<file path="config.mk">
export PLATFORM = sky130hd
export DESIGN_NAME = y86_wb_sequencer
export DESIGN_NICKNAME = d
export VERILOG_FILES = /design/src/rtl/y86_pkg.sv /design/src/rtl/y86_dst_decode.sv /design/src/rtl/y86_wb_sequencer.sv
export SDC_FILE = /design/constraint.sdc
export NUM_CORES = 1
export LEC_CHECK = 0
export CORE_ASPECT_RATIO = 1.5
export CORE_MARGIN = 2
export CORE_UTILIZATION = 49
export DETAILED_ROUTE_END_ITERATION = 16
export PLACE_DENSITY = 0.86
export SETUP_SLACK_MARGIN = 0.4
export SYNTH_ARGS = -nofsm -noshare
export SYNTH_HDL_FRONTEND = slang
export SYNTH_SLANG_ARGS = --single-unit
export TNS_END_PERCENT = 10
</file>
<file path="constraint.sdc">
create_clock -name clk -period 2.8 [get_ports clk]
set_clock_uncertainty 0.2 [all_clocks]
set_input_delay 0.56 -clock clk [delete_from_list [all_inputs] [get_ports clk]]
set_output_delay 0.56 -clock clk [all_outputs]
set_load 0.02 [all_outputs]
</file>
<file path="src/rtl/y86_pkg.sv">
// Shared Y86-64 definitions: instruction codes, special register IDs and the
// writeback sequencer state encoding used by sequential and pipelined control.
package y86_pkg;

    localparam logic [3:0] I_HALT   = 4'h0;
    localparam logic [3:0] I_NOP    = 4'h1;
    localparam logic [3:0] I_CMOVXX = 4'h2;
    localparam logic [3:0] I_IRMOVQ = 4'h3;
    localparam logic [3:0] I_RMMOVQ = 4'h4;
    localparam logic [3:0] I_MRMOVQ = 4'h5;
    localparam logic [3:0] I_OPQ    = 4'h6;
    localparam logic [3:0] I_JXX    = 4'h7;
    localparam logic [3:0] I_CALL   = 4'h8;
    localparam logic [3:0] I_RET    = 4'h9;
    localparam logic [3:0] I_PUSHQ  = 4'hA;
    localparam logic [3:0] I_POPQ   = 4'hB;

    localparam logic [3:0] REG_RSP  = 4'h4;
    localparam logic [3:0] REG_NONE = 4'hF;

    typedef enum logic [1:0] {
        IDLE = 2'd0,
        WR_E = 2'd1,
        WR_M = 2'd2,
        DONE = 2'd3
    } wb_state_t;

endpackage

</file>
<file path="src/rtl/y86_dst_decode.sv">
// Combinational destination-register decode for the E and M writeback ports.
// Codes above popq have no defined semantics and are flagged illegal.
module y86_dst_decode
    import y86_pkg::*;
#(
    parameter logic [3:0] RSP_ID  = REG_RSP,
    parameter logic [3:0] NONE_ID = REG_NONE
) (
    input  logic [3:0] icode,
    input  logic       cnd,
    input  logic [3:0] rA,
    input  logic [3:0] rB,
    output logic [3:0] dst_e,
    output logic [3:0] dst_m,
    output logic       illegal
);

    always_comb begin
        dst_e   = NONE_ID;
        dst_m   = NONE_ID;
        illegal = 1'b0;
        case (icode)
            I_CMOVXX:                  dst_e = cnd ? rB : NONE_ID;
            I_IRMOVQ, I_OPQ:           dst_e = rB;
            I_MRMOVQ:                  dst_m = rA;
            I_CALL, I_RET, I_PUSHQ:    dst_e = RSP_ID;
            I_POPQ: begin
                dst_e = RSP_ID;
                dst_m = rA;
            end
            I_HALT, I_NOP, I_RMMOVQ, I_JXX: ;
            default:                   illegal = 1'b1;
        endcase
    end

endmodule

</file>
<file path="src/rtl/y86_wb_sequencer.sv">
// Writeback sequencer: serialises the E and M results of one retiring
// instruction onto the single register-file write port, E first.
module y86_wb_sequencer
    import y86_pkg::*;
#(
    parameter int          DATA_W  = 64,
    parameter logic [3:0]  RSP_ID  = 4'h4,
    parameter logic [3:0]  NONE_ID = 4'hF
) (
    input  logic              clk,
    input  logic              reset,
    input  logic              in_valid,
    output logic              in_ready,
    input  logic [3:0]        icode,
    input  logic              cnd,
    input  logic [3:0]        rA,
    input  logic [3:0]        rB,
    input  logic [DATA_W-1:0] valE,
    input  logic [DATA_W-1:0] valM,
    output logic              wr_en,
    output logic [3:0]        wr_addr,
    output logic [DATA_W-1:0] wr_data,
    output logic              wb_done,
    output logic              wb_err
);

    wb_state_t state, state_next;

    logic [3:0]        dst_e, dst_m;
    logic              illegal;
    logic              accept;

    logic [3:0]        dst_e_p0, dst_m_p0;
    logic [DATA_W-1:0] val_e_p0, val_m_p0;
    logic              err_p0;

    y86_dst_decode #(
        .RSP_ID  (RSP_ID),
        .NONE_ID (NONE_ID)
    ) u_dst_decode (
        .icode   (icode),
        .cnd     (cnd),
        .rA      (rA),
        .rB      (rB),
        .dst_e   (dst_e),
        .dst_m   (dst_m),
        .illegal (illegal)
    );

    assign accept = (state == IDLE) && in_valid;

    // Stage p0: instruction latched on accept, held for the whole sequence
    always_ff @(posedge clk) begin
        if (reset) begin
            state    <= IDLE;
            dst_e_p0 <= NONE_ID;
            dst_m_p0 <= NONE_ID;
            err_p0   <= 1'b0;
            val_e_p0 <= '0;
            val_m_p0 <= '0;
        end else begin
            state <= state_next;
            if (accept) begin
                dst_e_p0 <= dst_e;
                dst_m_p0 <= dst_m;
                err_p0   <= illegal;
                val_e_p0 <= valE;
                val_m_p0 <= valM;
            end
        end
    end

    // Next-state decisions look at the live decode in IDLE, the latched copy after
    always_comb begin
        state_next = state;
        case (state)
            IDLE: begin
                if (in_valid) begin
                    if (dst_e != NONE_ID)      state_next = WR_E;
                    else if (dst_m != NONE_ID) state_next = WR_M;
                    else                       state_next = DONE;
                end
            end
            WR_E:    state_next = (dst_m_p0 != NONE_ID) ? WR_M : DONE;
            WR_M:    state_next = DONE;
            DONE:    state_next = IDLE;
            default: state_next = IDLE;
        endcase
    end

    always_comb begin
        in_ready = 1'b0;
        wr_en    = 1'b0;
        wr_addr  = NONE_ID;
        wr_data  = '0;
        wb_done  = 1'b0;
        wb_err   = 1'b0;
        case (state)
            IDLE: in_ready = 1'b1;
            WR_E: begin
                wr_en   = 1'b1;
                wr_addr = dst_e_p0;
                wr_data = val_e_p0;
            end
            WR_M: begin
                wr_en   = 1'b1;
                wr_addr = dst_m_p0;
                wr_data = val_m_p0;
            end
            DONE: begin
                wb_done = 1'b1;
                wb_err  = err_p0;
            end
            default: ;
        endcase
    end

endmodule

</file>
==> tab_implementation.tex <==
\begin{tabular}{lr}
\hline
Metric & Value \\
\hline
\multicolumn{2}{l}{\textbf{Synth}} \\
Number of enable-type register cells in the synthesized netlist & 0 \\
Number of synthesis warnings & 0 \\
Average instance area after synthesis & 7.660 sq um \\
Async set or reset register ratio after synthesis & 0 \\
Leading post-synthesis cells by instance count & sky130\_fd\_sc\_hd\_\_nand2\_1, sky130\_fd\_sc\_hd\_\_dfxtp\_1, sky130\_fd\_sc\_hd\_\_a21oi\_1, sky130\_fd\_sc\_hd\_\_a22oi\_1, sky130\_fd\_sc\_hd\_\_nor2b\_1 \\
Leading area contributor after synthesis & sky130\_fd\_sc\_hd\_\_dfxtp\_1 \\
Post-synth cell types & 34 \\
Flip-flop cell with the highest count after synthesis & sky130\_fd\_sc\_hd\_\_dfxtp\_1 \\
Dominant cells by area after synthesis & sky130\_fd\_sc\_hd\_\_dfxtp\_1, sky130\_fd\_sc\_hd\_\_nand2\_1, sky130\_fd\_sc\_hd\_\_a21oi\_1 \\
Share of synthesized area occupied by flip-flops and latches & 0.4575 \\
Number of standard cells after synthesis & 794 \\
Most common cell in the synthesized netlist & sky130\_fd\_sc\_hd\_\_nand2\_1 \\
Syn Std Cell Area & 6082 sq um \\
Fraction of post-synthesis cell area in the top cell type by area & 0.4575 \\
Register bit count reported by yosys & 139 \\
Post-Synthesis Net Count & 942 \\
\multicolumn{2}{l}{\textbf{Detailed routing}} \\
Via density per instance & 5.473 \\
First-iteration detailed-routing DRC count & 295 \\
Length of the first detailed-routing pass in iterations & 5 \\
Remaining antenna violation count & 0 \\
Total number of vias & 6288 \\
WL per Instance & 16.77 microns \\
Total wire length after detailed routing & 19.26 mm \\
Final routed DRC violation total & 0 \\
\multicolumn{2}{l}{\textbf{Pwr}} \\
Worst VDD drop & 0.0005585 V \\
Leak pwr & 3.351 nW \\
Post-layout total power & 7.814 mW \\
Power per unit of standard cell area & 855.9 nW/um\^{}2 \\
\multicolumn{2}{l}{\textbf{Critical path}} \\
Worst Setup End Kind & primary output \\
Critical path data arrival time & 1.80 ns \\
Reg2reg path depth & 6 \\
Worst Path Max Fanout & 26 \\
R2r startpoint & state[0]\$\_SDFFE\_PP0P\_ \\
R2R setup slack & 0.94 ns \\
Library cell contributing the largest single delay on the critical path & sky130\_fd\_sc\_hd\_\_dfxtp\_4 \\
Reg2Reg Capture Point & val\_m\_p0[26]\$\_SDFFE\_PP0P\_ \\
Worst Path Required & 2.04 ns \\
Highest cell delay on the worst timing path & 0.39 ns \\
Kind of start point of the critical path & flip-flop \\
CP Cell Sequence & inv\_4, ha\_4, buf\_12, nor2b\_1, clkdlybuf4s15\_2 \\
Critical Setup Path Class & reg2out \\
\multicolumn{2}{l}{\textbf{Floorplanning}} \\
Die Area & 13340 sq um \\
Io pins & 216 \\
Core box area & 12080 sq um \\
Number of rows in the core area & 49 \\
Horizontal extent of the die & 94.97 microns \\
Die Span Y & 140.5 microns \\
Effective utilization at floorplan & 0.5036 \\
\multicolumn{2}{l}{\textbf{STA}} \\
Minimum hold slack & 0.2536 ns \\
PnR worst setup slack & 0.2382 ns \\
Count of pins over their slew limit & 0 \\
Final hold viol count & 0 \\
Worst slew margin relative to its limit & 0.6853 \\
Min Tclk post-route & 2.562 ns \\
Maximum clock frequency & 390.4 MHz \\
Number of setup violations in the final report & 0 \\
Setup TNS & 0 ns \\
Post-route clock period utilization & 0.9149 \\
RSZ-0062 raised after global routing & true \\
Actual transition at the worst max-transition pin & 0.4720 ns \\
\multicolumn{2}{l}{\textbf{Flow run}} \\
\# Max-Cap Violations & 0 \\
\multicolumn{2}{l}{\textbf{Global routing}} \\
Total congestion overflow after global routing & 0 \\
Number of antenna violations at the first check in global routing & 0 \\
Maximum number of pins on one net before global-route repair & 97 \\
Wire length of the first global-routing pass & 29.64 mm \\
Overall global routing resource usage & 0.2850 \\
Via count of the first global-routing pass & 6137 \\
\multicolumn{2}{l}{\textbf{CTS}} \\
CTS root buffer & sky130\_fd\_sc\_hd\_\_clkbuf\_16 \\
Maximum buffer depth of the clock tree & 2 \\
Number of buffers created by CTS & 17 \\
CTS H-Tree Depth & 4 \\
TritonCTS clock tree & built \\
Number of clock sinks & 139 \\
Clock Pin Slew Worst Setup and Hold Paths & 0.06 ns \\
Number of hold-repair buffers added at the cts stage & 0 \\
Insertion delay of the later-clocked pin in the worst-skew pair & 0.41 ns \\
\multicolumn{2}{l}{\textbf{Final layout}} \\
Final net count & 1131 \\
Share of cells above drive strength 1 & 0.1747 \\
Antenna diode instance count & 0 \\
Post-route standard cell area excluding fillers & 9130 sq um \\
Area growth from synthesis to final layout & 50.11\% \\
\multicolumn{2}{l}{\textbf{Hold path}} \\
Min-delay src & val\_e\_p0[10]\$\_SDFFE\_PP0P\_ \\
Sink of the worst hold path & val\_e\_p0[10]\$\_SDFFE\_PP0P\_ \\
Hold depth & 2 \\
Type of the worst min-delay path & reg2reg \\
\multicolumn{2}{l}{\textbf{Placed design}} \\
Pre-CTS setup slack & 0.1531 ns \\
PortBufs & 215 \\
Placer congestion estimate & 0.8444 \\
Final HPWL DP & 11.60 mm \\
Placed cell areas & 8319 sq um \\
\multicolumn{2}{l}{\textbf{Status}} \\
Result of the run & completed \\
\hline
\end{tabular}
-- what timing repair did --
item                       CTS  global route
pin swaps                    6            12
resized for setup          281            44
setup buffers                4             0
setup endpoints to repair   72            72
cloned                       5             2
-- through the flow --
step	instances	util
3_3_place_gp	1106	0.6888
4_1_cts	1147	0.7506
2_1_floorplan	794	-
5_1_grt	1149	0.7559
6_report	1149	0.7559
3_5_place_dp	1106	0.6888
-- report_power, final --
part	total [mW]	switching [mW]	internal (mW)	leakage (nW)
clock	2.09	0.862	1.22	0.256
sequential	2.61	0.247	2.37	1.14
combinational	3.12	1.67	1.44	1.96
-- cells in the final DEF, fill, tap and decap left out, types with 3 or more instances in the layout --
cell                              instances
sky130_fd_sc_hd__clkinvlp_4               5
sky130_fd_sc_hd__a22oi_2                 34
sky130_fd_sc_hd__clkinv_4                 3
sky130_fd_sc_hd__buf_2                   33
sky130_fd_sc_hd__o21bai_1                 5
sky130_fd_sc_hd__buf_12                  13
sky130_fd_sc_hd__nor2b_1                 60
sky130_fd_sc_hd__nor3_1                   6
sky130_fd_sc_hd__buf_4                   19
sky130_fd_sc_hd__clkdlybuf4s15_1          3
sky130_fd_sc_hd__buf_16                   4
sky130_fd_sc_hd__a22oi_1                 34
sky130_fd_sc_hd__nand2_1                265
sky130_fd_sc_hd__clkbuf_16               19
sky130_fd_sc_hd__nor2b_2                  4
sky130_fd_sc_hd__clkbuf_2                 8
sky130_fd_sc_hd__a21oi_1                132
sky130_fd_sc_hd__ha_4                     3
sky130_fd_sc_hd__clkdlybuf4s50_1        145
sky130_fd_sc_hd__nor2_1                  12
sky130_fd_sc_hd__clkdlybuf4s15_2          8
sky130_fd_sc_hd__dfxtp_1                137
-- state kept, by name, indices dropped and copies added (netlist names) --
name      flops
err_p0        1
dst_m_p0      4
val_e_p0     64
dst_e_p0      4
val_m_p0     64
state         2
-- metal layers --
metal | GRT usage | vias to the layer above | routed length (microns)
li1 | - | 3035 | -
met1 | 0.2970 | 2959 | 6895
met2 | 0.5021 | 227 | 10120
met3 | 0.07047 | 67 | 1284
met4 | 0.1739 | 0 | 964
met5 | 0 | - | 0
-- logic make-up (layout without fill, tap and decap cells) --
kind of cell    count (synthesis)  count (layout)  synth area share
compound gates                218             218            0.2158
fa+ha+maj                       4               4          0.008229
buf+inv                        73             275           0.06007
flops                         139             139            0.4575
simple gates                  360             360            0.2584
-- final cells by class --
type | instances | area [sq um]
multi-input cells | 582 | 3159
fillers | 890 | 2948
flip-flops and latches | 139 | 2790
repair buffers | 240 | 2419
clock buffers | 19 | 432.9
well taps | 153 | 191.4
clock inverters | 13 | 121.4
inverters | 3 | 16.27
-- worst max path at each step --
stage                     slack, ns                   from          end
after floorplan                0.34  state[0]$_SDFFE_PP0P_  wr_data[24]
after global placement         0.24  state[0]$_SDFFE_PP0P_  wr_data[16]
after detailed placement       0.15  state[0]$_SDFFE_PP0P_  wr_data[24]
after CTS                      0.23  state[0]$_SDFFE_PP0P_  wr_data[48]
after global routing           0.20  state[0]$_SDFFE_PP0P_   wr_data[2]
final                          0.24  state[0]$_SDFFE_PP0P_   wr_data[2]
-- critical path: cells and delay by family (launching register included) --
kind / cells / cell delay, ns
buffers and inverters: 3 / 0.50
flip-flops: 1 / 0.39
adder cells (fa/ha/maj): 1 / 0.32
AND/OR/NAND/NOR: 1 / 0.17
(Power assumes the default switching activity.)
==> edit 1, RTL diff (same flow settings) <==
Set the parameter `DATA_W` to 128 (it was 64).
--- a/src/rtl/y86_wb_sequencer.sv
+++ b/src/rtl/y86_wb_sequencer.sv
@@ -3,7 +3,7 @@
 module y86_wb_sequencer
     import y86_pkg::*;
 #(
-    parameter int          DATA_W  = 64,
+    parameter int          DATA_W  = 128,
     parameter logic [3:0]  RSP_ID  = 4'h4,
     parameter logic [3:0]  NONE_ID = 4'hF
 ) (
Interface: changed (resized valE, valM and wr_data); port bits go from 216 to 408. The function was not compared with the original's and may differ.
==> edit 1 against the unedited design <==
Global-route usage rose by 3.5 points; via count rose by 97%; non-clock buffer count rose by 230; sequential cell count rose by 128; area after synthesis rose by 89%; critical path depth rose by 2; setup slack got worse by 0.22 ns; cell area rose by 92%; final cell count rose by 92%; combinational power rose by 98%; die area rose by 85%; wire length rose by 120%; first-iteration DRC count rose to 2.8 times the old value; total power rose by 93%; critical path type unchanged.
==> edit 1: results <==
{
  "status": "complete, no violations",
  "grt_max_degree": 90,
  "drive_above_1_share": 0.184,
  "hold_end": "err_p0",
  "crit_path_end": "wr_data[5]",
  "cts_made_buffers": 26,
  "drt-total-wl_um": 43100,
  "grt_pass1_vias": 12000,
  "synth_fa_ha_area_frac": 0.00435,
  "met1_usage": 0.364,
  "crit_arrival_ns": 2.02,
  "post_cts_buffers": 12,
  "use_met3": 0.0546,
  "placed_cell_area_um2": 15800,
  "fin_cells": 2202,
  "routabilityCongestion": 0.915,
  "r2r-start": "state[1]",
  "synth_compound_area_frac": 0.211,
  "power_frac_comb": 0.411,
  "first_pass_iters": 6,
  "pwr-share-clk": 0.252,
  "tightest_slew_ns": 0.513,
  "r2r-end": "val_m_p0[71]",
  "met1Wirelength_um": 15600,
  "cts-resized-gates": 609,
  "top_regs": "val_e_p0 (128), val_m_p0 (128)",
  "p_leak_uw": 0.00642,
  "avgSynthCellArea_um2": 7.68,
  "p_sw_uw": 5310,
  "grt_util_met2": 0.548,
  "synth.area.top_cells": "dfxtp_1 46%, nand2_1 17%, a21oi_1 11%, a22oi_1 8.6%, nor2b_1 7.0%",
  "antenna_found_initial": 6,
  "syn_nets": 1774,
  "reg2reg_depth": 7,
  "p_int_uw": 9730
}
[edit 1: cell count changes in the layout (fill, tap and decap cells not counted), moves of 43 or more]
| cell | unedited run | this run |
|---|---|---|
| dfxtp_1 | 137 | 265 |
| nand2_1 | 265 | 521 |
| a21oi_1 | 132 | 260 |
| buf_4 | 19 | 122 |
| nor2b_1 | 60 | 109 |
| a22oi_2 | 34 | 77 |
| clkdlybuf4s50_1 | 145 | 270 |
[edit 1: final cells by class]
class                      count  area [um^2]  share of cell area
tap                          315          394              0.0225
sequential                   267         5350               0.306
multi-input combinational   1094         5890               0.336
inverter                       3         16.3            0.000929
timing repair buffer         470         4920               0.281
clock buffer                  38          787              0.0449
clock inverter                 6          134             0.00765
antenna                        9         22.5             0.00129
[edit 1: worst max-delay path, cell delays in order (launching register included)]
cell and delay, ns:
dfxtp_2 0.37, inv_4 0.06, ha_4 0.23, buf_12 0.15
clkbuf_16 0.18, a22oi_2 0.26, nor2b_1 0.07, buf_4 0.16
==> edit 2, RTL diff (config.mk and constraints unchanged) <==
Without the edit above. Put a register stage on the output `wb_err`, with the module's reset. The value now appears one clock later. The other outputs are not delayed to match.
--- a/src/rtl/y86_wb_sequencer.sv
+++ b/src/rtl/y86_wb_sequencer.sv
@@ -23,6 +23,8 @@
     output logic              wb_done,
     output logic              wb_err
 );
+
+    logic wb_err_d;
 
     wb_state_t state, state_next;
 
@@ -94,7 +96,7 @@
         wr_addr  = NONE_ID;
         wr_data  = '0;
         wb_done  = 1'b0;
-        wb_err   = 1'b0;
+        wb_err_d = 1'b0;
         case (state)
             IDLE: in_ready = 1'b1;
             WR_E: begin
@@ -109,11 +111,19 @@
             end
             DONE: begin
                 wb_done = 1'b1;
-                wb_err  = err_p0;
+                wb_err_d = err_p0;
             end
             default: ;
         endcase
     end
 
+    always_ff @(posedge clk) begin
+        if (reset) begin
+            wb_err <= '0;
+        end else begin
+            wb_err <= wb_err_d;
+        end
+    end
+
 endmodule
 
Check against the original RTL: not equivalent (a bounded check fails within 4 cycles, from zero or initial values and one cycle with reset high).
==> edit 2 against the unedited design <==
Wire length grew 21%; setup slack lost 0.063 ns; synthesized cell count shrank 0.76%; combinational power grew 25%; core utilization grew 3.9 points; sequential cell count grew 1; via count grew 7.0%; area after synthesis shrank 0.60%; total power grew 15%; cell area grew 4.6%; critical path type unchanged; critical endpoint is now wr_addr[3]; highest routed layer is now met5.
==> edit 2: results <==
{
  "hold_path.class": "reg -> reg",
  "synthFlopType": "dfxtp_1",
  "top_regs": "val_e_p0 (64), val_m_p0 (64)",
  "drv_slew": 0,
  "crit_arrival_ns": 1.86,
  "clockBufferDepth": 2,
  "cts-root-buf": "clkbuf_16",
  "n_all_buffers": 262,
  "clock_area_frac": 0.0674,
  "busiest_layer": "met2",
  "syn_nets": 936,
  "wl_met3_um": 2030,
  "grt_pass1_vias": 6277,
  "cp_max_fo": 11,
  "drt-total-wl_um": 23300,
  "synth.top_cells.by_count": "265 x nand2_1, 140 x dfxtp_1, 129 x a21oi_1",
  "use_met3": 0.0850,
  "p_int_uw": 5820,
  "drive_above_1_share": 0.191,
  "synth.area.top_cells": "dfxtp_1 46%, nand2_1 16%, a21oi_1 11%, a22oi_1 8.4%, nor2b_1 6.7%",
  "nets": 1148,
  "yosys.cell_types.count": 37,
  "synth_seq_cells": 140,
  "multi_input_cells": 577,
  "hpwl_um": 12400,
  "nFillCells": 770,
  "max-vdd-ir-drop_mv": 0.683,
  "clk_pin_slew_ns": 0.06,
  "grt_max_degree": 61,
  "n_antenna_cell": 0,
  "first_pass_iters": 6,
  "p_leak_uw": 0.00357,
  "highest_layer": "met5",
  "insertion_delay_ns": 0.42,
  "num-nonclk-inverters": 2,
  "multi_input_area_share": 0.328,
  "grt_util_all_layers": 0.305,
  "route.met2.wl_um": 11600,
  "met1Wirelength_um": 7950,
  "vias": 6731,
  "yosysWarnings": 0,
  "pre_cts_slack_ns": 0.161,
  "grt_pass1_wl_um": 31400,
  "n_clock_buffer": 18,
  "tightest_slew_ns": 0.678,
  "layout.nonclk_buf_frac": 0.289,
  "grt_util_met2": 0.513,
  "routabilityCongestion": 0.865,
  "portBuffers": 215,
  "first_iter_violations": 447,
  "antenna_found_initial": 1,
  "seq_area_um2": 2810,
  "status": "complete, no violations",
  "seq_area_frac_synth": 0.464,
  "cts_made_buffers": 17,
  "met1_usage": 0.332,
  "slowest_delay_ns": 0.39,
  "cpMaxStageDelayCell": "dfxtp_4"
}
## edit 2: through the flow
step | total power, uW | hold slack (ns) | util | cell area, um^2 | instances
2_1_floorplan | 4250 | 0.228 | - | 6050 | 788
3_3_place_gp | 5350 | 0.236 | 0.700 | 8410 | 1110
3_5_place_dp | 5400 | 0.246 | 0.700 | 8410 | 1110
4_1_cts | 8390 | 0.252 | 0.766 | 9210 | 1151
5_1_grt | 9320 | 0.271 | 0.795 | 9550 | 1165
6_report | 9010 | 0.253 | 0.795 | 9550 | 1165
## edit 2: final timing paths
check	from	endpoint	slack (ns)	depth (start not counted)
setup / recovery	state[0]	wr_addr[3]	0.18	6
hold / removal	val_e_p0[8]	val_e_p0[8]	0.25	2
setup reg to reg	state[0]	val_m_p0[41]	0.83	6
hold reg to reg	val_e_p0[8]	val_e_p0[8]	0.25	2
## edit 2: timing repair
item                       4_1_cts  5_1_grt
pin swaps                        6        5
buffers inserted                 4        5
gates resized for setup        308       46
gates cloned                     6        9
setup endpoints to repair       71       71
## edit 2: power groups by stage
stage	clock, uW	combinational (uW)	sequential, uW
floorplan	0	1710	2540
global placement	0	2760	2590
detailed placement	0	2800	2600
CTS	2470	3330	2590
global route	2570	4090	2660
finish	2470	3910	2630
## edit 2: cell families (layout without fill, tap and decap cells)
| group | Yosys count | after routing | synth area share |
|---|---|---|---|
| buffers and inverters | 71 | 295 | 0.0501 |
| adders and majority gates | 4 | 4 | 0.00828 |
| AOI/OAI and AO/OA | 215 | 215 | 0.219 |
| and+or+nand+nor | 357 | 357 | 0.258 |
| DFF | 140 | 140 | 0.464 |
| muxes | 1 | 1 | 0.00166 |
## edit 2: worst max-delay path: cells and delay by family, from the launching register on
family	cells	cell delay (ns)
fa+ha+maj	1	0.23
buf+inv	3	0.53
simple gates	1	0.10
flops	1	0.39
compound gates	1	0.20
